[src/rtl/dmi_cmd_bridge_if.sv]
// rtl/dmi_cmd_bridge_if.sv - command, DMI request/response and result channels of dmi_cmd_bridge; stats signals exist only with DMI_CMD_BRIDGE_STATS_EN
interface dmi_cmd_bridge_if #(
    parameter int DATA_WIDTH = 64,
    parameter int ADDR_WIDTH = 7,
    parameter int CMD_DEPTH  = 4
);
    logic                       cmd_valid;
    logic                       cmd_ready;
    logic [ADDR_WIDTH-1:0]      cmd_addr;
    logic [1:0]                 cmd_op;
    logic [DATA_WIDTH-1:0]      cmd_data;

    logic                       debug_req_valid;
    logic                       debug_req_ready;
    logic [ADDR_WIDTH-1:0]      debug_req_bits_addr;
    logic [1:0]                 debug_req_bits_op;
    logic [DATA_WIDTH-1:0]      debug_req_bits_data;

    logic                       debug_resp_valid;
    logic                       debug_resp_ready;
    logic [1:0]                 debug_resp_bits_resp;
    logic [DATA_WIDTH-1:0]      debug_resp_bits_data;

    logic                       rsp_valid;
    logic                       rsp_ready;
    logic [1:0]                 rsp_status;
    logic [DATA_WIDTH-1:0]      rsp_data;

    logic [$clog2(CMD_DEPTH):0] cmd_count;
    logic                       busy;
`ifdef DMI_CMD_BRIDGE_STATS_EN
    logic [15:0]                stat_retries;
    logic [15:0]                stat_timeouts;
    logic [31:0]                stat_done;
`endif

    // Bridge-side view
    modport slave (
        input  cmd_valid, cmd_addr, cmd_op, cmd_data,
        output cmd_ready,
        output debug_req_valid, debug_req_bits_addr, debug_req_bits_op, debug_req_bits_data,
        input  debug_req_ready,
        input  debug_resp_valid, debug_resp_bits_resp, debug_resp_bits_data,
        output debug_resp_ready,
        output rsp_valid, rsp_status, rsp_data,
        input  rsp_ready,
        output cmd_count, busy
`ifdef DMI_CMD_BRIDGE_STATS_EN
        , output stat_retries, stat_timeouts, stat_done
`endif
    );

    // Host and debug-module side view
    modport master (
        output cmd_valid, cmd_addr, cmd_op, cmd_data,
        input  cmd_ready,
        input  debug_req_valid, debug_req_bits_addr, debug_req_bits_op, debug_req_bits_data,
        output debug_req_ready,
        output debug_resp_valid, debug_resp_bits_resp, debug_resp_bits_data,
        input  debug_resp_ready,
        input  rsp_valid, rsp_status, rsp_data,
        output rsp_ready,
        input  cmd_count, busy
`ifdef DMI_CMD_BRIDGE_STATS_EN
        , input stat_retries, stat_timeouts, stat_done
`endif
    );
endinterface

[src/rtl/dmi_cmd_bridge.sv]
// rtl/dmi_cmd_bridge.sv - DMI command bridge: command FIFO, single outstanding request, busy retry with backoff, timeout
// Optional saturating statistics counters are enabled by defining DMI_CMD_BRIDGE_STATS_EN.
module dmi_cmd_bridge #(
    parameter int DATA_WIDTH     = 64,
    parameter int ADDR_WIDTH     = 7,
    parameter int CMD_DEPTH      = 4,
    parameter int RETRY_LIMIT    = 3,
    parameter int TIMEOUT_CYCLES = 1024
) (
    input  logic              clk,
    input  logic              reset,
    dmi_cmd_bridge_if.slave   bus
);
    localparam int PTR_W = (CMD_DEPTH > 1) ? $clog2(CMD_DEPTH) : 1;
    localparam int CNT_W = $clog2(CMD_DEPTH) + 1;
    localparam int RC_W  = (RETRY_LIMIT > 0) ? $clog2(RETRY_LIMIT + 1) : 1;
    localparam int BO_W  = (RETRY_LIMIT > 0) ? RETRY_LIMIT : 1;
    localparam int TO_W  = $clog2(TIMEOUT_CYCLES);
    localparam int ENT_W = ADDR_WIDTH + 2 + DATA_WIDTH;

    localparam logic [2:0] ST_IDLE    = 3'd0;
    localparam logic [2:0] ST_REQ     = 3'd1;
    localparam logic [2:0] ST_WAIT    = 3'd2;
    localparam logic [2:0] ST_BACKOFF = 3'd3;
    localparam logic [2:0] ST_RSP     = 3'd4;

    logic [ENT_W-1:0]      fifo_mem_q [CMD_DEPTH];
    logic [PTR_W-1:0]      wr_ptr_q, wr_ptr_d;
    logic [PTR_W-1:0]      rd_ptr_q, rd_ptr_d;
    logic [CNT_W-1:0]      count_q, count_d;
    logic                  full, empty, push, pop;
    logic [ENT_W-1:0]      head;

    logic [2:0]            state_q, state_d;
    logic [ADDR_WIDTH-1:0] req_addr_q, req_addr_d;
    logic [1:0]            req_op_q, req_op_d;
    logic [DATA_WIDTH-1:0] req_data_q, req_data_d;
    logic [RC_W-1:0]       retry_cnt_q, retry_cnt_d;
    logic [BO_W-1:0]       backoff_q, backoff_d;
    logic [TO_W-1:0]       timer_q, timer_d;
    logic [1:0]            rsp_status_q, rsp_status_d;
    logic [DATA_WIDTH-1:0] rsp_data_q, rsp_data_d;
    logic                  retry_ok;
    logic                  timer_expired;

    assign full  = (count_q == CNT_W'(CMD_DEPTH));
    assign empty = (count_q == '0);
    assign push  = bus.cmd_valid && !full;
    assign pop   = (state_q == ST_IDLE) && !empty;
    assign head  = fifo_mem_q[rd_ptr_q];

    assign retry_ok      = (bus.debug_resp_bits_resp == 2'd3) && (retry_cnt_q < RC_W'(RETRY_LIMIT));
    assign timer_expired = (timer_q == TO_W'(TIMEOUT_CYCLES - 1));

    // Storage is not reset: only entries between the pointers are ever read.
    always_ff @(posedge clk) begin
        if (push) begin
            fifo_mem_q[wr_ptr_q] <= {bus.cmd_addr, bus.cmd_op, bus.cmd_data};
        end
    end

    always_comb begin
        wr_ptr_d = push ? wr_ptr_q + 1'b1 : wr_ptr_q;
        rd_ptr_d = pop  ? rd_ptr_q + 1'b1 : rd_ptr_q;
        unique case ({push, pop})
            2'b10:   count_d = count_q + 1'b1;
            2'b01:   count_d = count_q - 1'b1;
            default: count_d = count_q;
        endcase
    end

    always_comb begin
        state_d      = state_q;
        req_addr_d   = req_addr_q;
        req_op_d     = req_op_q;
        req_data_d   = req_data_q;
        retry_cnt_d  = retry_cnt_q;
        backoff_d    = backoff_q;
        timer_d      = timer_q;
        rsp_status_d = rsp_status_q;
        rsp_data_d   = rsp_data_q;
        unique case (state_q)
            ST_IDLE: begin
                if (!empty) begin
                    req_addr_d  = head[ENT_W-1 -: ADDR_WIDTH];
                    req_op_d    = head[DATA_WIDTH+1 -: 2];
                    req_data_d  = head[DATA_WIDTH-1:0];
                    retry_cnt_d = '0;
                    state_d     = ST_REQ;
                end
            end
            ST_REQ: begin
                if (bus.debug_req_ready) begin
                    timer_d = '0;
                    state_d = ST_WAIT;
                end
            end
            ST_WAIT: begin
                // A response in the timeout cycle takes priority over the timeout.
                if (bus.debug_resp_valid) begin
                    if (retry_ok) begin
                        backoff_d   = BO_W'(1) << retry_cnt_q;
                        retry_cnt_d = retry_cnt_q + 1'b1;
                        state_d     = ST_BACKOFF;
                    end else begin
                        rsp_status_d = (bus.debug_resp_bits_resp == 2'd1) ? 2'd2 : bus.debug_resp_bits_resp;
                        rsp_data_d   = bus.debug_resp_bits_data;
                        state_d      = ST_RSP;
                    end
                end else if (timer_expired) begin
                    rsp_status_d = 2'd1;
                    rsp_data_d   = '0;
                    state_d      = ST_RSP;
                end else begin
                    timer_d = timer_q + 1'b1;
                end
            end
            ST_BACKOFF: begin
                if (backoff_q <= BO_W'(1)) begin
                    state_d = ST_REQ;
                end else begin
                    backoff_d = backoff_q - 1'b1;
                end
            end
            ST_RSP: begin
                if (bus.rsp_ready) begin
                    state_d = ST_IDLE;
                end
            end
            default: state_d = ST_IDLE;
        endcase
    end

    always_ff @(posedge clk or posedge reset) begin
        if (reset) begin
            wr_ptr_q     <= '0;
            rd_ptr_q     <= '0;
            count_q      <= '0;
            state_q      <= ST_IDLE;
            req_addr_q   <= '0;
            req_op_q     <= '0;
            req_data_q   <= '0;
            retry_cnt_q  <= '0;
            backoff_q    <= '0;
            timer_q      <= '0;
            rsp_status_q <= '0;
            rsp_data_q   <= '0;
        end else begin
            wr_ptr_q     <= wr_ptr_d;
            rd_ptr_q     <= rd_ptr_d;
            count_q      <= count_d;
            state_q      <= state_d;
            req_addr_q   <= req_addr_d;
            req_op_q     <= req_op_d;
            req_data_q   <= req_data_d;
            retry_cnt_q  <= retry_cnt_d;
            backoff_q    <= backoff_d;
            timer_q      <= timer_d;
            rsp_status_q <= rsp_status_d;
            rsp_data_q   <= rsp_data_d;
        end
    end

    assign bus.cmd_ready           = !full;
    assign bus.debug_req_valid     = (state_q == ST_REQ);
    assign bus.debug_req_bits_addr = req_addr_q;
    assign bus.debug_req_bits_op   = req_op_q;
    assign bus.debug_req_bits_data = req_data_q;
    assign bus.debug_resp_ready    = (state_q != ST_RSP);
    assign bus.rsp_valid           = (state_q == ST_RSP);
    assign bus.rsp_status          = rsp_status_q;
    assign bus.rsp_data            = rsp_data_q;
    assign bus.cmd_count           = count_q;
    assign bus.busy                = (state_q != ST_IDLE) || !empty;

`ifdef DMI_CMD_BRIDGE_STATS_EN
    logic        retry_evt, timeout_evt, done_evt;
    logic [15:0] stat_retries_q, stat_retries_d;
    logic [15:0] stat_timeouts_q, stat_timeouts_d;
    logic [31:0] stat_done_q, stat_done_d;

    assign retry_evt   = (state_q == ST_WAIT) && bus.debug_resp_valid && retry_ok;
    assign timeout_evt = (state_q == ST_WAIT) && !bus.debug_resp_valid && timer_expired;
    assign done_evt    = (state_q == ST_RSP) && bus.rsp_ready;

    always_comb begin
        stat_retries_d  = stat_retries_q;
        stat_timeouts_d = stat_timeouts_q;
        stat_done_d     = stat_done_q;
        if (retry_evt && (stat_retries_q != '1)) stat_retries_d = stat_retries_q + 16'd1;
        if (timeout_evt && (stat_timeouts_q != '1)) stat_timeouts_d = stat_timeouts_q + 16'd1;
        if (done_evt && (stat_done_q != '1)) stat_done_d = stat_done_q + 32'd1;
    end

    always_ff @(posedge clk or posedge reset) begin
        if (reset) begin
            stat_retries_q  <= '0;
            stat_timeouts_q <= '0;
            stat_done_q     <= '0;
        end else begin
            stat_retries_q  <= stat_retries_d;
            stat_timeouts_q <= stat_timeouts_d;
            stat_done_q     <= stat_done_d;
        end
    end

    assign bus.stat_retries  = stat_retries_q;
    assign bus.stat_timeouts = stat_timeouts_q;
    assign bus.stat_done     = stat_done_q;
`endif
endmodule

[src/flat_wrapper.sv]
// flat-port wrapper written by rule: the top's interface ports become plain ports
module dmi_cmd_bridge_flat 
#(
    parameter int DATA_WIDTH     = 64,
    parameter int ADDR_WIDTH     = 7,
    parameter int CMD_DEPTH      = 4,
    parameter int RETRY_LIMIT    = 3,
    parameter int TIMEOUT_CYCLES = 1024
)
  (clk, reset, bus_cmd_valid, bus_cmd_addr, bus_cmd_op, bus_cmd_data, bus_cmd_ready, bus_debug_req_valid, bus_debug_req_bits_addr, bus_debug_req_bits_op, bus_debug_req_bits_data, bus_debug_req_ready, bus_debug_resp_valid, bus_debug_resp_bits_resp, bus_debug_resp_bits_data, bus_debug_resp_ready, bus_rsp_valid, bus_rsp_status, bus_rsp_data, bus_rsp_ready, bus_cmd_count, bus_busy);
  dmi_cmd_bridge_if #(.DATA_WIDTH(DATA_WIDTH), .ADDR_WIDTH(ADDR_WIDTH), .CMD_DEPTH(CMD_DEPTH)) bus_i ();
  input  logic clk;
  input  logic reset;
  input wire logic [$bits(bus_i.cmd_valid)-1:0] bus_cmd_valid;
  input wire logic [$bits(bus_i.cmd_addr)-1:0] bus_cmd_addr;
  input wire logic [$bits(bus_i.cmd_op)-1:0] bus_cmd_op;
  input wire logic [$bits(bus_i.cmd_data)-1:0] bus_cmd_data;
  output wire logic [$bits(bus_i.cmd_ready)-1:0] bus_cmd_ready;
  output wire logic [$bits(bus_i.debug_req_valid)-1:0] bus_debug_req_valid;
  output wire logic [$bits(bus_i.debug_req_bits_addr)-1:0] bus_debug_req_bits_addr;
  output wire logic [$bits(bus_i.debug_req_bits_op)-1:0] bus_debug_req_bits_op;
  output wire logic [$bits(bus_i.debug_req_bits_data)-1:0] bus_debug_req_bits_data;
  input wire logic [$bits(bus_i.debug_req_ready)-1:0] bus_debug_req_ready;
  input wire logic [$bits(bus_i.debug_resp_valid)-1:0] bus_debug_resp_valid;
  input wire logic [$bits(bus_i.debug_resp_bits_resp)-1:0] bus_debug_resp_bits_resp;
  input wire logic [$bits(bus_i.debug_resp_bits_data)-1:0] bus_debug_resp_bits_data;
  output wire logic [$bits(bus_i.debug_resp_ready)-1:0] bus_debug_resp_ready;
  output wire logic [$bits(bus_i.rsp_valid)-1:0] bus_rsp_valid;
  output wire logic [$bits(bus_i.rsp_status)-1:0] bus_rsp_status;
  output wire logic [$bits(bus_i.rsp_data)-1:0] bus_rsp_data;
  input wire logic [$bits(bus_i.rsp_ready)-1:0] bus_rsp_ready;
  output wire logic [$bits(bus_i.cmd_count)-1:0] bus_cmd_count;
  output wire logic [$bits(bus_i.busy)-1:0] bus_busy;
  assign bus_i.cmd_valid = bus_cmd_valid;
  assign bus_i.cmd_addr = bus_cmd_addr;
  assign bus_i.cmd_op = bus_cmd_op;
  assign bus_i.cmd_data = bus_cmd_data;
  assign bus_cmd_ready = bus_i.cmd_ready;
  assign bus_debug_req_valid = bus_i.debug_req_valid;
  assign bus_debug_req_bits_addr = bus_i.debug_req_bits_addr;
  assign bus_debug_req_bits_op = bus_i.debug_req_bits_op;
  assign bus_debug_req_bits_data = bus_i.debug_req_bits_data;
  assign bus_i.debug_req_ready = bus_debug_req_ready;
  assign bus_i.debug_resp_valid = bus_debug_resp_valid;
  assign bus_i.debug_resp_bits_resp = bus_debug_resp_bits_resp;
  assign bus_i.debug_resp_bits_data = bus_debug_resp_bits_data;
  assign bus_debug_resp_ready = bus_i.debug_resp_ready;
  assign bus_rsp_valid = bus_i.rsp_valid;
  assign bus_rsp_status = bus_i.rsp_status;
  assign bus_rsp_data = bus_i.rsp_data;
  assign bus_i.rsp_ready = bus_rsp_ready;
  assign bus_cmd_count = bus_i.cmd_count;
  assign bus_busy = bus_i.busy;
  dmi_cmd_bridge #(.DATA_WIDTH(DATA_WIDTH), .ADDR_WIDTH(ADDR_WIDTH), .CMD_DEPTH(CMD_DEPTH), .RETRY_LIMIT(RETRY_LIMIT), .TIMEOUT_CYCLES(TIMEOUT_CYCLES)) u_core (.clk(clk), .reset(reset), .bus(bus_i));
endmodule
[config.mk]
export PLATFORM = sky130hd
export DESIGN_NAME = dmi_cmd_bridge_flat
export DESIGN_NICKNAME = d
export VERILOG_FILES = /design/src/rtl/dmi_cmd_bridge_if.sv /design/src/rtl/dmi_cmd_bridge.sv /design/src/flat_wrapper.sv
export SDC_FILE = /design/constraint.sdc
export NUM_CORES = 1
export LEC_CHECK = 0
export BUFFER_PORTS_ARGS = -buffer_cell sky130_fd_sc_hd__buf_2
export CAP_MARGIN = 25
export CORE_ASPECT_RATIO = 1.75
export CORE_MARGIN = 5
export CORE_UTILIZATION = 45
export DETAILED_ROUTE_END_ITERATION = 10
export PLACE_DENSITY_LB_ADDON = 0.2
export SYNTH_ARGS = -nofsm -noshare
export SYNTH_HDL_FRONTEND = slang
export SYNTH_SLANG_ARGS = --single-unit
[constraint.sdc]
create_clock -name clk -period 6 [get_ports clk]
set_input_delay 0.6 -clock clk [delete_from_list [all_inputs] [get_ports clk]]
set_output_delay 0.6 -clock clk [all_outputs]
set_load 0.005 [all_outputs]
# [Yosys cells after proc, flatten, opt, wreduce, memory -nomap -nowiden]
# Memories as Yosys holds them, arrays and structs flattened. A register that Yosys moved wholly into a read port is not among the register bits.
# Cells that the tools add are included.
[classes] n_reduce_logical=20 shifts=1 mux=30 addsub=7 n_eq_ne=22 n_lt_le_gt_ge=2 bitwise_logic=1
[op_table] op="$mux W64" n=3
[op_table] op="$mux W10" n=3
[op_table] op="$mux W3" n=10
[op_table] op="$pmux W10 S2" n=1
[op_table] op="$pmux W3 S5" n=1
[op_table] op="$mux W2" n=7
[op_table] op="$ne A2 B2 Y1 const B" n=6
[op_table] op="$pmux W3 S2" n=2
[op_table] op="$reduce_and A4 Y1" n=3
[op_table] op="$add A10 B1 Y10 const B" n=1
[op_table] op="$eq A10 B10 Y1 const B" n=1
[op_table] op="$reduce_bool A2 Y1" n=5
[op_table] op="$ne A2 B1 Y1 const B" n=4
[op_table] op="$add A2 B1 Y2 const B" n=3
[op_table] op="$eq A3 B2 Y1 const B" n=2
[op_table] op="$eq A3 B3 Y1 const B" n=2
[op_table] op="$logic_not A3 Y1" n=2
[op_table] op="$sub A3 B1 Y3 const B" n=2
[op_table] op="$reduce_and A5 Y1" n=1
[op_table] op="$eq A2 B1 Y1 const B" n=2
[op_table] op="$eq A2 B2 Y1 const B" n=2
[op_table] op="$pmux W2 S2" n=1
[op_table] op="$add A3 B1 Y3 const B" n=1
[op_table] op="$eq A3 B1 Y1 const B" n=1
[op_table] op="13 further kinds" n=17
[word_totals] elab_cells=93 output_inout_bits=147 reg_bits=91 memories=1 in_bits=145 mem_bits_rw=292
[memory_table] name="u_core.fifo_mem_q" words=4 width=73 read_ports=1 rd_clocked_by_memory_dff=1 wr=1 line="dmi_cmd_bridge.sv:27" text="logic [ENT_W-1:0] fifo_mem_q [CMD_DEPTH];"

# [Longest topological paths before layout]
# Gate-level depths: netlist of the first run.
[depth] word_depth=5 depth_mapped=9 mapped_depth_nobuf=9

# [Least setup slack after synthesis of the first run]
# No wires, ideal clock.
[synth_path] path_kind="flip-flop to flip-flop" from="register u_core.count_q[0], in the netlist u_core.bus.cmd_count[0]" to="memory u_core.fifo_mem_q[0][0] (netlist name) (enable)" synth_period_minus_slack_ps=2853 required_ps=5560 path_buffers=0 setup_ps=440 path_stages_with_launch=4 t_arrival_ps=2414 path_slack_ps=3147 cell_sequence="dfrtp_1 -> nor2_1 -> nand2_1 -> and3_1"
[synth_between] elab_chain_len=5
[synth_rtl] element="from (decl)" line="dmi_cmd_bridge.sv:30" text="logic [CNT_W-1:0] count_q, count_d;"
[synth_rtl] element="from (signal assigned)" line="dmi_cmd_bridge.sv:151" text="count_q <= count_d;"
[synth_rtl] element="$eq A3 B3 Y1" line="dmi_cmd_bridge.sv:46" text="assign full = (count_q == CNT_W'(CMD_DEPTH));"
[synth_rtl] element="$logic_not A1 Y1"
[synth_rtl] element="via bus_cmd_ready" line="flat_wrapper.sv:18" text="output wire logic [$bits(bus_i.cmd_ready)-1:0] bus_cmd_ready;"
[synth_rtl] element="$logic_and A1 B1 Y1" line="dmi_cmd_bridge.sv:48" text="assign push = bus.cmd_valid && !full;"
[synth_rtl] element="$mux W1" line="dmi_cmd_bridge.sv:57" text="if (push) begin"
[synth_rtl] element="$mux W1 (implied by the code)" line="dmi_cmd_bridge.sv:58" text="fifo_mem_q[wr_ptr_q] <= {bus.cmd_addr, bus.cmd_op, bus.cmd_data};"
[synth_rtl] element="to (decl)" line="dmi_cmd_bridge.sv:27"
# The timed path passes the listed nets, and every way through them passes these cells.

# [Worst setup path in the final report of the first run]
[layout_path] from="register u_core.state_q[0]" to="register u_core.req_op_q[1], in the netlist u_core.bus.debug_req_bits_op[1]"
[layout_between] elab_chain_len=2
[layout_rtl] element="from (decl)" line="dmi_cmd_bridge.sv:34" text="logic [2:0] state_q, state_d;"
[layout_rtl] element="from (signal assigned)" line="dmi_cmd_bridge.sv:152" text="state_q <= state_d;"
[layout_rtl] element="$logic_not A3 Y1" line="dmi_cmd_bridge.sv:82" text="unique case (state_q)"
[layout_rtl] element="$reduce_and A2 Y1 (no line)"
[layout_rtl] element="to (signal assigned)" line="dmi_cmd_bridge.sv:154" text="req_op_q <= req_op_d;"
[layout_rtl] element="to (decl)" line="dmi_cmd_bridge.sv:36" text="logic [1:0] req_op_q, req_op_d;"
# Every way passes these cells.
# A chain may end at the register's enable or synchronous reset.

==> results of run 1 <==
-- logic make-up (layout without fill, tap and decap cells) --
| family | Yosys count | count (layout) |
|---|---|---|
| AO/OA/AOI/OAI | 100 | 100 |
| other | 0 | 8 |
| flip-flops | 456 | 456 |
| buffers and inverters | 57 | 394 |
| AND/OR/NAND/NOR | 66 | 66 |
| multiplexers | 151 | 151 |
| adder cells (fa/ha/maj) | 13 | 13 |
| XOR/XNOR | 7 | 7 |
-- flip-flops by register name, indices dropped and copies added, names as in the netlist --
register                        flops
u_core.timer_q                     10
u_core.bus.rsp_data                64
u_core.wr_ptr_q                     2
u_core.retry_cnt_q                  2
u_core.fifo_mem_q                 292
u_core.bus.rsp_status               2
u_core.bus.debug_req_bits_op        2
u_core.state_q                      3
u_core.rd_ptr_q                     2
u_core.bus.debug_req_bits_data     64
u_core.bus.debug_req_bits_addr      7
u_core.bus.cmd_count                3
u_core.backoff_q                    3
-- cell type report --
cell class / count / area [um^2]
clock inverter: 6 / 103
clock buffer: 71 / 1260
inverter: 14 / 60.1
sequential: 456 / 12900
antenna: 8 / 20.0
multi-input combinational: 337 / 4000
tap: 480 / 601
fill: 3014 / 17100
timing repair buffer: 303 / 1580
-- cells in the mapped netlist, types with 2 or more instances --
cell type    n  area, um^2
o31ai_1      6        45.0
and3_1       9        56.3
buf_2       17        85.1
nand3_1      7        35.0
dfrtp_1    164        4100
a21oi_1      4        20.0
and3b_1      2        17.5
mux2_2      75         845
and2_1       5        31.3
mux2_1       2        22.5
edfxtp_1   292        8770
nor3_1       3        15.0
o21ai_0      8        40.0
or3_1        2        12.5
a22o_1      65         569
mux4_2      73        1640
buf_6        2        22.5
o21ba_2      2        20.0
nand3b_1     4        30.0
nand2_1      8        30.0
o21ai_1      3        15.0
ha_1        12         150
a31oi_1      2        12.5
clkbuf_1    14        52.6
inv_1       13        48.8
xnor2_1      6        52.6
buf_4        6        45.0
nand4_1      4        25.0
nor2_1      10        37.5
buf_1        4        15.0
-- where the power goes --
part	switching (mW)	internal (mW)	total, mW
clock	1.10	1.53	2.63
sequential	0.475	4.33	4.80
combinational	1.39	1.56	2.95
-- routing by layer --
layer	share of wire (%)	track usage [%]	up-vias
met4	2.4	5.35	4
met5	0.071	0	-
met1	36	19.3	4597
met3	7.6	4.53	48
li1	-	-	4026
met2	54	33.6	286
-- per-stage QoR --
step / instances / cell area (um^2) / hold slack [ns] / total power [mW] / setup slack, ns
CTS: 1667 / 20500 / 0.178 / 10.6 / 3.09
floorplan: 850 / 17100 / 0.470 / 6.71 / 0.967
detailed placement: 1590 / 19100 / 0.475 / 7.93 / 3.09
finish: 1675 / 20500 / 0.165 / 10.4 / 3.23
global route: 1671 / 20500 / 0.206 / 11.0 / 2.96
global placement: 1588 / 19100 / 0.468 / 7.85 / 3.12
-- path summary, 6_finish.rpt --
| kind | startpoint | endpoint | slack, ns |
|---|---|---|---|
| setup / recovery | u_core.state_q[0] | u_core.bus.debug_req_bits_op[1] | 3.23 |
| hold / removal | reset | u_core.bus.debug_req_bits_data[25] | 0.17 |
| setup reg to reg | u_core.state_q[0] | u_core.bus.debug_req_bits_op[1] | 3.23 |
| hold reg to reg | u_core.bus.debug_req_bits_data[26] | u_core.bus.debug_req_bits_data[26] | 0.49 |
| max in group asynchronous | reset | u_core.rd_ptr_q[1] | 4.45 |
| min in group clk | bus_cmd_data[10] | u_core.fifo_mem_q[2][10] | 0.26 |
==> metrics.md, run 1 <==
| Metric | Value |
|---|---|
| Wire per inst | `22.6 um` |
| First-pass GRT wire length | `56500 um` |
| Synth Area in Simple Gates | `2.35%` |
| CP startpoint kind | `flop` |
| Total global routing overflow | `0` |
| Post-synthesis mux area share | `14.7%` |
| Max_slew headroom | `43.1%` |
| Layout cells sized above 1 | `44.6%` |
| Largest family of logic cells by synthesized area | `multiplexers` |
| Vias in the first global route | `9485` |
| Post-CTS Resized | `0` |
| Max Slew Vio Count | `0` |
| Antenna Nets Post-Route | `0` |
| RSZ-0062 raised after global routing | `no` |
| Total negative slack | `0 ns` |
| Starting Density | `45.5%` |
| Core Util, Final | `54.5%` |
| Status | `complete, no violations` |
| Via density | `5.35` |
| Final min period | `2.77 ns` |
| Worst Max-Slew Pin Slew | `0.854 ns` |
| Register area share after synthesis | `75.2%` |
| Post-Syn Area | `17100 um^2` |
| Final Hold Viols | `0` |
| Synth cell types | `56` |
| Pwr dens | `506 nW/um^2` |
| Leak Pwr | `8.07 nW` |
| Tot GR Track Use | `17.7%` |
| WP data arrival | `3.20 ns` |
| Crit path max-delay family | `buffers and inverters` |
| Critical Path RT | `6.43 ns` |
| H-tree levels | `2` |
| Die area | `42200 um^2` |
| Initial antenna violation count | `9` |
| Syn Inst Count | `850` |
| I/O pins | `292` |
| Worst-skew pair later-pin latency | `0.55 ns` |
| Commonest non-fill, non-tap cell in the layout | `edfxtp_1` |
| Yosys warning count | `0` |
| Final Skew | `0.0247 ns` |
| DR pass1 iterations | `4` |
| Commonest non-fill, non-tap cells in the layout | `edfxtp_1 (292), buf_2 (291), dfrtp_1 (162)` |
| Synth async-reset ratio | `36.0%` |
| IO buf count | `291` |
| R2R cell count | `4` |
| Xor/xnor share of the synthesized area | `0.358%` |
| Number of max-cap violations | `0` |
| Tcrit/Tclk final | `46.2%` |
| Die height | `268 um` |
| CTS tree | `built` |
| IR drop worst, VDD | `313 uV` |
| EDFF count, synth | `292` |
| Synth Register Bits | `456` |
| GPL Wtd Cong | `0.768` |
| DR DRC count | `0` |
| Max FO, Critical Path | `47` |
| Max Buffers Root-to-Sink | `3` |
| Core area | `37600 um^2` |
| CP peak stage delay | `0.69 ns` |
| FP Rows | `94` |
| Hold Crit Class | `primary input to async pin` |
| WP buf/inv | `2` |
| Slowest CP cell | `buf_4` |
| Element type at the critical path end | `flop` |
| CP Depth | `4` |
| Max Fclk | `361 MHz` |
| CTS clk-pin slew, worst paths | `0.06 ns` |
| NumNets Final | `1312` |
| Post-CTS setup buffer count | `0` |
| Die width | `157 um` |
| DP Wirelength | `24400 um` |
| Synthesized area per cell | `20.1 um^2` |
| Layout area overhead | `19.8%` |
| Final setup viols | `0` |
| Clock tree root driver cell | `clkbuf_16` |
| Initial DRC count | `452` |
| Post-synthesis compound-gate area fraction | `4.76%` |
| Prevailing post-synth register cell | `edfxtp_1` |
| Vias | `8961` |
| CP Cell Sequence | `or4_4 -> inv_4 -> buf_4 -> mux2_2` |
| Hold_buf cts | `0` |
| Drt total wl | `37800 um` |
| Number of CTS-inserted buffers | `42` |
| Clk sinks | `456` |
| Adder-cell area share of the yosys netlist | `0.994%` |
| Syn nets | `1008` |
| Crit path kind | `flop to flop` |
| Largest net degree at the start of global routing | `75` |
(Power assumes the default switching activity.)
==> inputs of run 2 (changes only) <==
- clock period: 6 -> 2.6 ns (I/O delays scaled with it)
==> run 2 against run 1 <==
Setup slack worse by 2.9 ns. Non-clock buffer count grew 147. Total power grew 130%. Critical path type unchanged. Flip-flop and latch count unchanged. Fmax rose by 23%. Utilization rose by 4.1 points. Final area rose by 7.6%.
==> metrics.md, run 2 (same netlist as run 1, synthesis figures left out) <==
| Metric | Value |
|---|---|
| Post-CTS setup buffer count | `0 (unchanged)` |
| Element type at the critical path end | `flop (unchanged)` |
| Largest net degree at the start of global routing | `75 (unchanged)` |
| Crit path kind | `flop to flop (unchanged)` |
| Commonest non-fill, non-tap cells in the layout | `edfxtp_1 (292), buf_2 (291), dfrtp_1 (162) (unchanged)` |
| Hold Crit Class | `primary input to flop (was primary input to async pin)` |
| Pwr dens | `1100 nW/um^2 (was 506 nW/um^2)` |
| CP peak stage delay | `0.56 ns (was 0.69 ns)` |
| CP Cell Sequence | `ha_1 -> nand3_1 -> nor4_1 -> o21ai_4 -> a32oi_1 -> dlygate4sd3_1 (was or4_4 -> inv_4 -> buf_4 -> mux2_2)` |
| IO buf count | `291 (unchanged)` |
| Hold_buf cts | `139 (was 0)` |
| Clk sinks | `456 (unchanged)` |
| Max Slew Vio Count | `0 (unchanged)` |
| Leak Pwr | `8.73 nW (was 8.07 nW)` |
| Layout area overhead | `28.9% (was 19.8%)` |
| DP Wirelength | `22800 um (was 24400 um)` |
| Commonest non-fill, non-tap cell in the layout | `edfxtp_1 (unchanged)` |
| Die area | `42200 um^2 (unchanged)` |
| Starting Density | `45.5% (unchanged)` |
| CTS clk-pin slew, worst paths | `0.07 ns (was 0.06 ns)` |
| Worst reg-to-reg setup slack | `0.34 ns (was 3.23 ns)` |
| NumNets Final | `1458 (was 1312)` |
| First-pass GRT wire length | `58600 um (was 56500 um)` |
| Status | `complete, no violations (unchanged)` |
| Hold Path Sink | `u_core.bus.rsp_data[46]` |
| Slowest CP cell | `dlygate4sd3_1 (was buf_4)` |
| Clock share of power | `25.0% (was 25.3%)` |
| DR DRC count | `0 (unchanged)` |
| Total negative slack | `0 ns (unchanged)` |
| R2R cell count | `6 (was 4)` |
| Max reg flops | `292 (unchanged)` |
| IR drop worst, VDD | `949 uV (was 313 uV)` |
| Layout cells sized above 1 | `40.9% (was 44.6%)` |
| Reg-to-reg startpoint | `u_core.timer_q[1] (was u_core.state_q[0])` |
| RSZ-0062 raised after global routing | `no (unchanged)` |
| Vias | `9467 (was 8961)` |
| Max FO, Critical Path | `12 (was 47)` |
| Seq. cell area | `12900 um^2 (unchanged)` |
| Multi-input logic area | `4000 um^2 (unchanged)` |
| Via density | `5.22 (was 5.35)` |
| Fillcell total | `2850 (was 3014)` |
| Final min period | `2.26 ns (was 2.77 ns)` |
| Max Fclk | `442 MHz (was 361 MHz)` |
| Initial antenna violation count | `2 (was 9)` |
| Crit path max-delay family | `simple AND/OR/NAND/NOR gates (was buffers and inverters)` |
| Final Skew | `0.0118 ns (was 0.0247 ns)` |
| Core area | `37600 um^2 (unchanged)` |
| Max Buffers Root-to-Sink | `3 (unchanged)` |
| Seq pwr share | `45.1% (was 46.3%)` |
| Final instance area | `22100 um^2 (was 20500 um^2)` |
| Number of CTS-inserted buffers | `41 (was 42)` |
| CP startpoint kind | `flop (unchanged)` |
| Final setup viols | `0 (unchanged)` |
| H-tree levels | `2 (unchanged)` |
| Final Worst Setup Slack | `0.338 ns (was 3.23 ns)` |
| Number of max-cap violations | `0 (unchanged)` |
| WP data arrival | `2.73 ns (was 3.20 ns)` |
| FP Rows | `94 (unchanged)` |
| Worst-skew pair later-pin latency | `0.53 ns (was 0.55 ns)` |
| GPL Wtd Cong | `0.796 (was 0.768)` |
| Hold Path Origin | `bus_debug_resp_bits_data[46]` |
| Tot GR Track Use | `18.1% (was 17.7%)` |
| Vias in the first global route | `10400 (was 9485)` |
| Die width | `157 um (unchanged)` |
| Critical Path RT | `3.07 ns (was 6.43 ns)` |
| Comb pwr share | `29.8% (was 28.4%)` |
| Cell-internal power | `17.4 mW (was 7.42 mW)` |
| Core Util, Final | `58.6% (was 54.5%)` |
| Final Hold Viols | `0 (unchanged)` |
| Total global routing overflow | `0 (unchanged)` |
| DR pass1 iterations | `4 (unchanged)` |
| Max_slew headroom | `56.2% (was 43.1%)` |
| Drt total wl | `38000 um (was 37800 um)` |
| Wire per inst | `21.0 um (was 22.6 um)` |
| Clock tree root driver cell | `clkbuf_16 (unchanged)` |
| Setup Slack @ Placement | `0.351 ns (was 3.09 ns)` |
| Tcrit/Tclk final | `87.0% (was 46.2%)` |
| I/O pins | `292 (unchanged)` |
| Post-CTS Resized | `0 (unchanged)` |
| WP buf/inv | `1 (was 2)` |
| Placed inst area | `19300 um^2 (was 19100 um^2)` |
| CTS tree | `built (unchanged)` |
| Die height | `268 um (unchanged)` |
| Reg2reg end | `u_core.bus.rsp_status[0] (was u_core.bus.debug_req_bits_op[1])` |
| NetSw | `6.91 mW (was 2.97 mW)` |
| Register with the most flip-flops | `u_core.fifo_mem_q (unchanged)` |
| Hold Path Cell Cnt | `2` |
| Switching share of power | `28.4% (was 28.6%)` |
| Worst Max-Slew Pin Slew | `0.651 ns (was 0.854 ns)` |
| Initial DRC count | `473 (was 452)` |
| Antenna Nets Post-Route | `0 (unchanged)` |
-- run 2: cell count changes in the layout (fill, tap and decap cells not counted), sizes merged --
cell         previous run  this run
dlygate4sd3             0       139
clkinvlp                0         2
inv                    14        15
clkinv                  4        13
bufinv                  2         5
diode                   8         2
clkbuf                 71        53
buf                   303       311
-- run 2: metal layers --
metal,routed length [um],vias up,track usage [%]
met5,0,-,0
met4,1070,0,5.89
li1,-,4303,-
met2,20400,284,33.7
met1,14000,4817,20.6
met3,2550,63,3.56
-- run 2: power groups by stage --
stage	clock, mW	combinational, mW	sequential [mW]
floorplan	0	4.51	10.9
global placement	0	7.20	11.1
detailed placement	0	7.28	11.2
CTS	6.28	7.49	11.0
global route	6.61	7.97	11.2
finish	6.09	7.26	11.0
-- run 2: metrics by stage --
stage               instances  hold slack, ns  power, mW
floorplan                 850           0.359       15.4
global placement         1598           0.280       18.3
detailed placement       1598           0.284       18.4
CTS                      1811         0.00894       24.8
global route             1813          0.0117       25.8
finish                   1813          0.0505       24.3
-- run 2: cell type report --
cell class / count / share of cell area, %
repair buffers: 450 / 14.3
clock buffers: 53 / 5.04
inverters: 14 / 0.261
diodes: 2 / 0.0227
multi-input cells: 337 / 18.1
clock inverters: 21 / 1.11
flip-flops and latches: 456 / 58.4
well taps: 480 / 2.72
-- run 2: worst max path at each step --
stage / startpoint / end / slack [ns] / depth (start not counted)
floorplan: reset / u_core.backoff_q[0] / 0.26 / 1
detailed placement: u_core.bus.cmd_count[0] / u_core.bus.cmd_count[2] / 0.35 / 8
CTS: u_core.bus.cmd_count[0] / u_core.bus.cmd_count[2] / 0.32 / 8
global placement: u_core.bus.cmd_count[0] / u_core.bus.cmd_count[2] / 0.38 / 8
global route: u_core.timer_q[1] / u_core.bus.rsp_status[0] / 0.16 / 6
finish: u_core.timer_q[1] / u_core.bus.rsp_status[0] / 0.34 / 6
==> inputs of run 3 (changes only) <==
--- a/config.mk
+++ b/config.mk
@@ -13,3 +13,3 @@
 export DETAILED_ROUTE_END_ITERATION = 10
-export PLACE_DENSITY_LB_ADDON = 0.2
+export PLACE_DENSITY = 0.66
 export SYNTH_ARGS = -nofsm -noshare
--- a/constraint.sdc
+++ b/constraint.sdc
@@ -3,2 +3,2 @@
 set_output_delay 0.26 -clock clk [all_outputs]
-set_load 0.005 [all_outputs]
+set_load 0.1 [all_outputs]
==> run 3 against run 2 <==
Clock skew about the same. Worst hold slack got worse by 0.015 ns. Global-route usage increased by 0.35 points.
==> metrics.md, run 3 (same netlist as run 1, synthesis figures left out) <==
| Metric | Value |
|---|---|
| Status | `complete, no violations (unchanged)` |
| Commonest non-fill, non-tap cells in the layout | `edfxtp_1 (292), buf_2 (291), dfrtp_1 (159) (was edfxtp_1 (292), buf_2 (291), dfrtp_1 (162))` |
| WP buf/inv | `1 (unchanged)` |
| CP startpoint kind | `flop (unchanged)` |
| Worst setup startpoint | `u_core.bus.cmd_count[0] (was u_core.timer_q[1])` |
| Total negative slack | `0 ns (unchanged)` |
| CP peak stage delay | `0.45 ns (was 0.56 ns)` |
| Slowest CP cell | `dfrtp_2 (was dlygate4sd3_1)` |
| Clock tree root driver cell | `clkbuf_16 (unchanged)` |
| Total global routing overflow | `0 (unchanged)` |
| WL met1 | `13800 um (was 14000 um)` |
| Critical Path RT | `3.03 ns (was 3.07 ns)` |
| R2R cell count | `8 (was 6)` |
| GPL Wtd Cong | `0.819 (was 0.796)` |
| H-tree levels | `2 (unchanged)` |
| Wire per inst | `21.2 um (was 21.0 um)` |
| Element type at the critical path end | `flop (unchanged)` |
| NumNets Final | `1463 (was 1458)` |
| Die height | `268 um (unchanged)` |
| Final Hold Viols | `0 (unchanged)` |
| Clk sinks | `456 (unchanged)` |
| Max Buffers Root-to-Sink | `3 (unchanged)` |
| Crit path kind | `flop to flop (unchanged)` |
| Max Slew Vio Count | `0 (unchanged)` |
| Worst Max-Slew Pin Slew | `0.647 ns (was 0.651 ns)` |
| DR DRC count | `0 (unchanged)` |
| Max Fclk | `430 MHz (was 442 MHz)` |
| CP Depth | `8 (was 6)` |
| Post-CTS setup buffer count | `0 (unchanged)` |
| Vias in the first global route | `10500 (was 10400)` |
| DR pass1 iterations | `4 (unchanged)` |
| Die width | `157 um (unchanged)` |
| FP Rows | `94 (unchanged)` |
| Final min period | `2.33 ns (was 2.26 ns)` |
| Register with the most flip-flops | `u_core.fifo_mem_q (unchanged)` |
| Initial antenna violation count | `2 (unchanged)` |
| DP Wirelength | `23700 um (was 22800 um)` |
| CP Cell Sequence | `nor3_1 -> or4_4 -> clkinv_2 -> ha_1 -> fa_1 -> xnor2_1 -> nor2_1 -> xor2_1 (was ha_1 -> nand3_1 -> nor4_1 -> o21ai_4 -> a32oi_1 -> dlygate4sd3_1)` |
| I/O pins | `292 (unchanged)` |
| Via density | `5.28 (was 5.22)` |
| Starting Density | `45.5% (unchanged)` |
| CTS clk-pin slew, worst paths | `0.06 ns (was 0.07 ns)` |
| Vias | `9608 (was 9467)` |
| WP data arrival | `2.75 ns (was 2.73 ns)` |
| Core area | `37600 um^2 (unchanged)` |
| Max Used Layer | `met5 (was met4)` |
| Met3 routed WL | `2460 um (was 2550 um)` |
| Tcrit/Tclk final | `89.5% (was 87.0%)` |
| Worst-skew pair later-pin latency | `0.54 ns (was 0.53 ns)` |
| IO buf count | `291 (unchanged)` |
| Antenna Nets Post-Route | `0 (unchanged)` |
| Initial DRC count | `466 (was 473)` |
| Number of max-cap violations | `0 (unchanged)` |
| Hold slack | `0.0350 ns (was 0.0505 ns)` |
| Worst reg-to-reg setup slack | `0.27 ns (was 0.34 ns)` |
| Die area | `42200 um^2 (unchanged)` |
| Multi-input logic area | `4020 um^2 (was 4000 um^2)` |
| Final setup viols | `0 (unchanged)` |
| Crit path max-delay family | `simple AND/OR/NAND/NOR gates (unchanged)` |
| First-pass GRT wire length | `59800 um (was 58600 um)` |
| Final Skew | `0.0122 ns (was 0.0118 ns)` |
| Wire length on met2 | `21200 um (was 20400 um)` |
| Number of CTS-inserted buffers | `42 (was 41)` |
| Layout area overhead | `29.4% (was 28.9%)` |
| Tot GR Track Use | `18.4% (was 18.1%)` |
| Seq. cell area | `12900 um^2 (about the same)` |
| Hold Crit Class | `primary input to flop (unchanged)` |
| Reg-to-reg startpoint | `u_core.bus.cmd_count[0] (was u_core.timer_q[1])` |
| RSZ-0062 raised after global routing | `no (unchanged)` |
| Worst setup endpoint | `u_core.bus.cmd_count[2] (was u_core.bus.rsp_status[0])` |
| Max_slew headroom | `56.5% (was 56.2%)` |
| Max FO, Critical Path | `5 (was 12)` |
| Fillcell total | `2786 (was 2850)` |
| Largest net degree at the start of global routing | `75 (unchanged)` |
| Hold Path Cell Cnt | `2 (unchanged)` |
| Max reg flops | `292 (unchanged)` |
| Reg2reg end | `u_core.bus.cmd_count[2] (was u_core.bus.rsp_status[0])` |
| CTS tree | `built (unchanged)` |
| Commonest non-fill, non-tap cell in the layout | `edfxtp_1 (unchanged)` |
| Layout cells sized above 1 | `41.5% (was 40.9%)` |
| Drt total wl | `38600 um (was 38000 um)` |
[run 3: repair_timing]
action                    CTS  global route
hold endpoints to repair  374             0
gates resized for setup     0             0
hold buffers              139             0
[run 3: routing by layer]
metal  GRT usage, %  vias up
li1               -     4316
met1           20.3     4924
met2           34.9      294
met3           3.58       72
met4           6.31        2
met5              0        -
[run 3: area by class of cell]
| cell class | instances | area share [%] |
|---|---|---|
| inverters | 14 | 0.260 |
| diodes | 1 | 0.0113 |
| clock buffers | 59 | 5.45 |
| multi-input cells | 337 | 18.1 |
| flip-flops and latches | 456 | 58.2 |
| clock inverters | 19 | 0.791 |
| repair buffers | 454 | 14.5 |
| well taps | 480 | 2.71 |
[run 3: through the flow]
step / std cells / utilization, % / cell area [um^2] / worst slack, ns
after global placement: 1602 / 51.5 / 19400 / 0.353
after CTS: 1819 / 58.8 / 22100 / 0.273
after floorplan: 850 / - / 17200 / 0.00613
final: 1820 / 58.9 / 22200 / 0.273
after detailed placement: 1602 / 51.5 / 19400 / 0.301
after global routing: 1820 / 58.9 / 22200 / 0.137
[run 3: worst min path at each step]
stage,slack [ns],startpoint,endpoint
floorplan,0.36,bus_cmd_data[0],u_core.fifo_mem_q[0][0]
detailed placement,0.36,reset,u_core.bus.rsp_data[31]
CTS,0.002,bus_debug_resp_valid,u_core.bus.rsp_status[0]
global route,0.01,bus_debug_resp_bits_data[43],u_core.bus.rsp_data[43]
global placement,0.35,reset,u_core.bus.rsp_data[31]
finish,0.04,bus_debug_resp_bits_data[43],u_core.bus.rsp_data[43]
Power of run 3 is left out: the tool's default activity adds up to more than one toggle a clock period on the data nets, which glitch-free logic cannot reach.
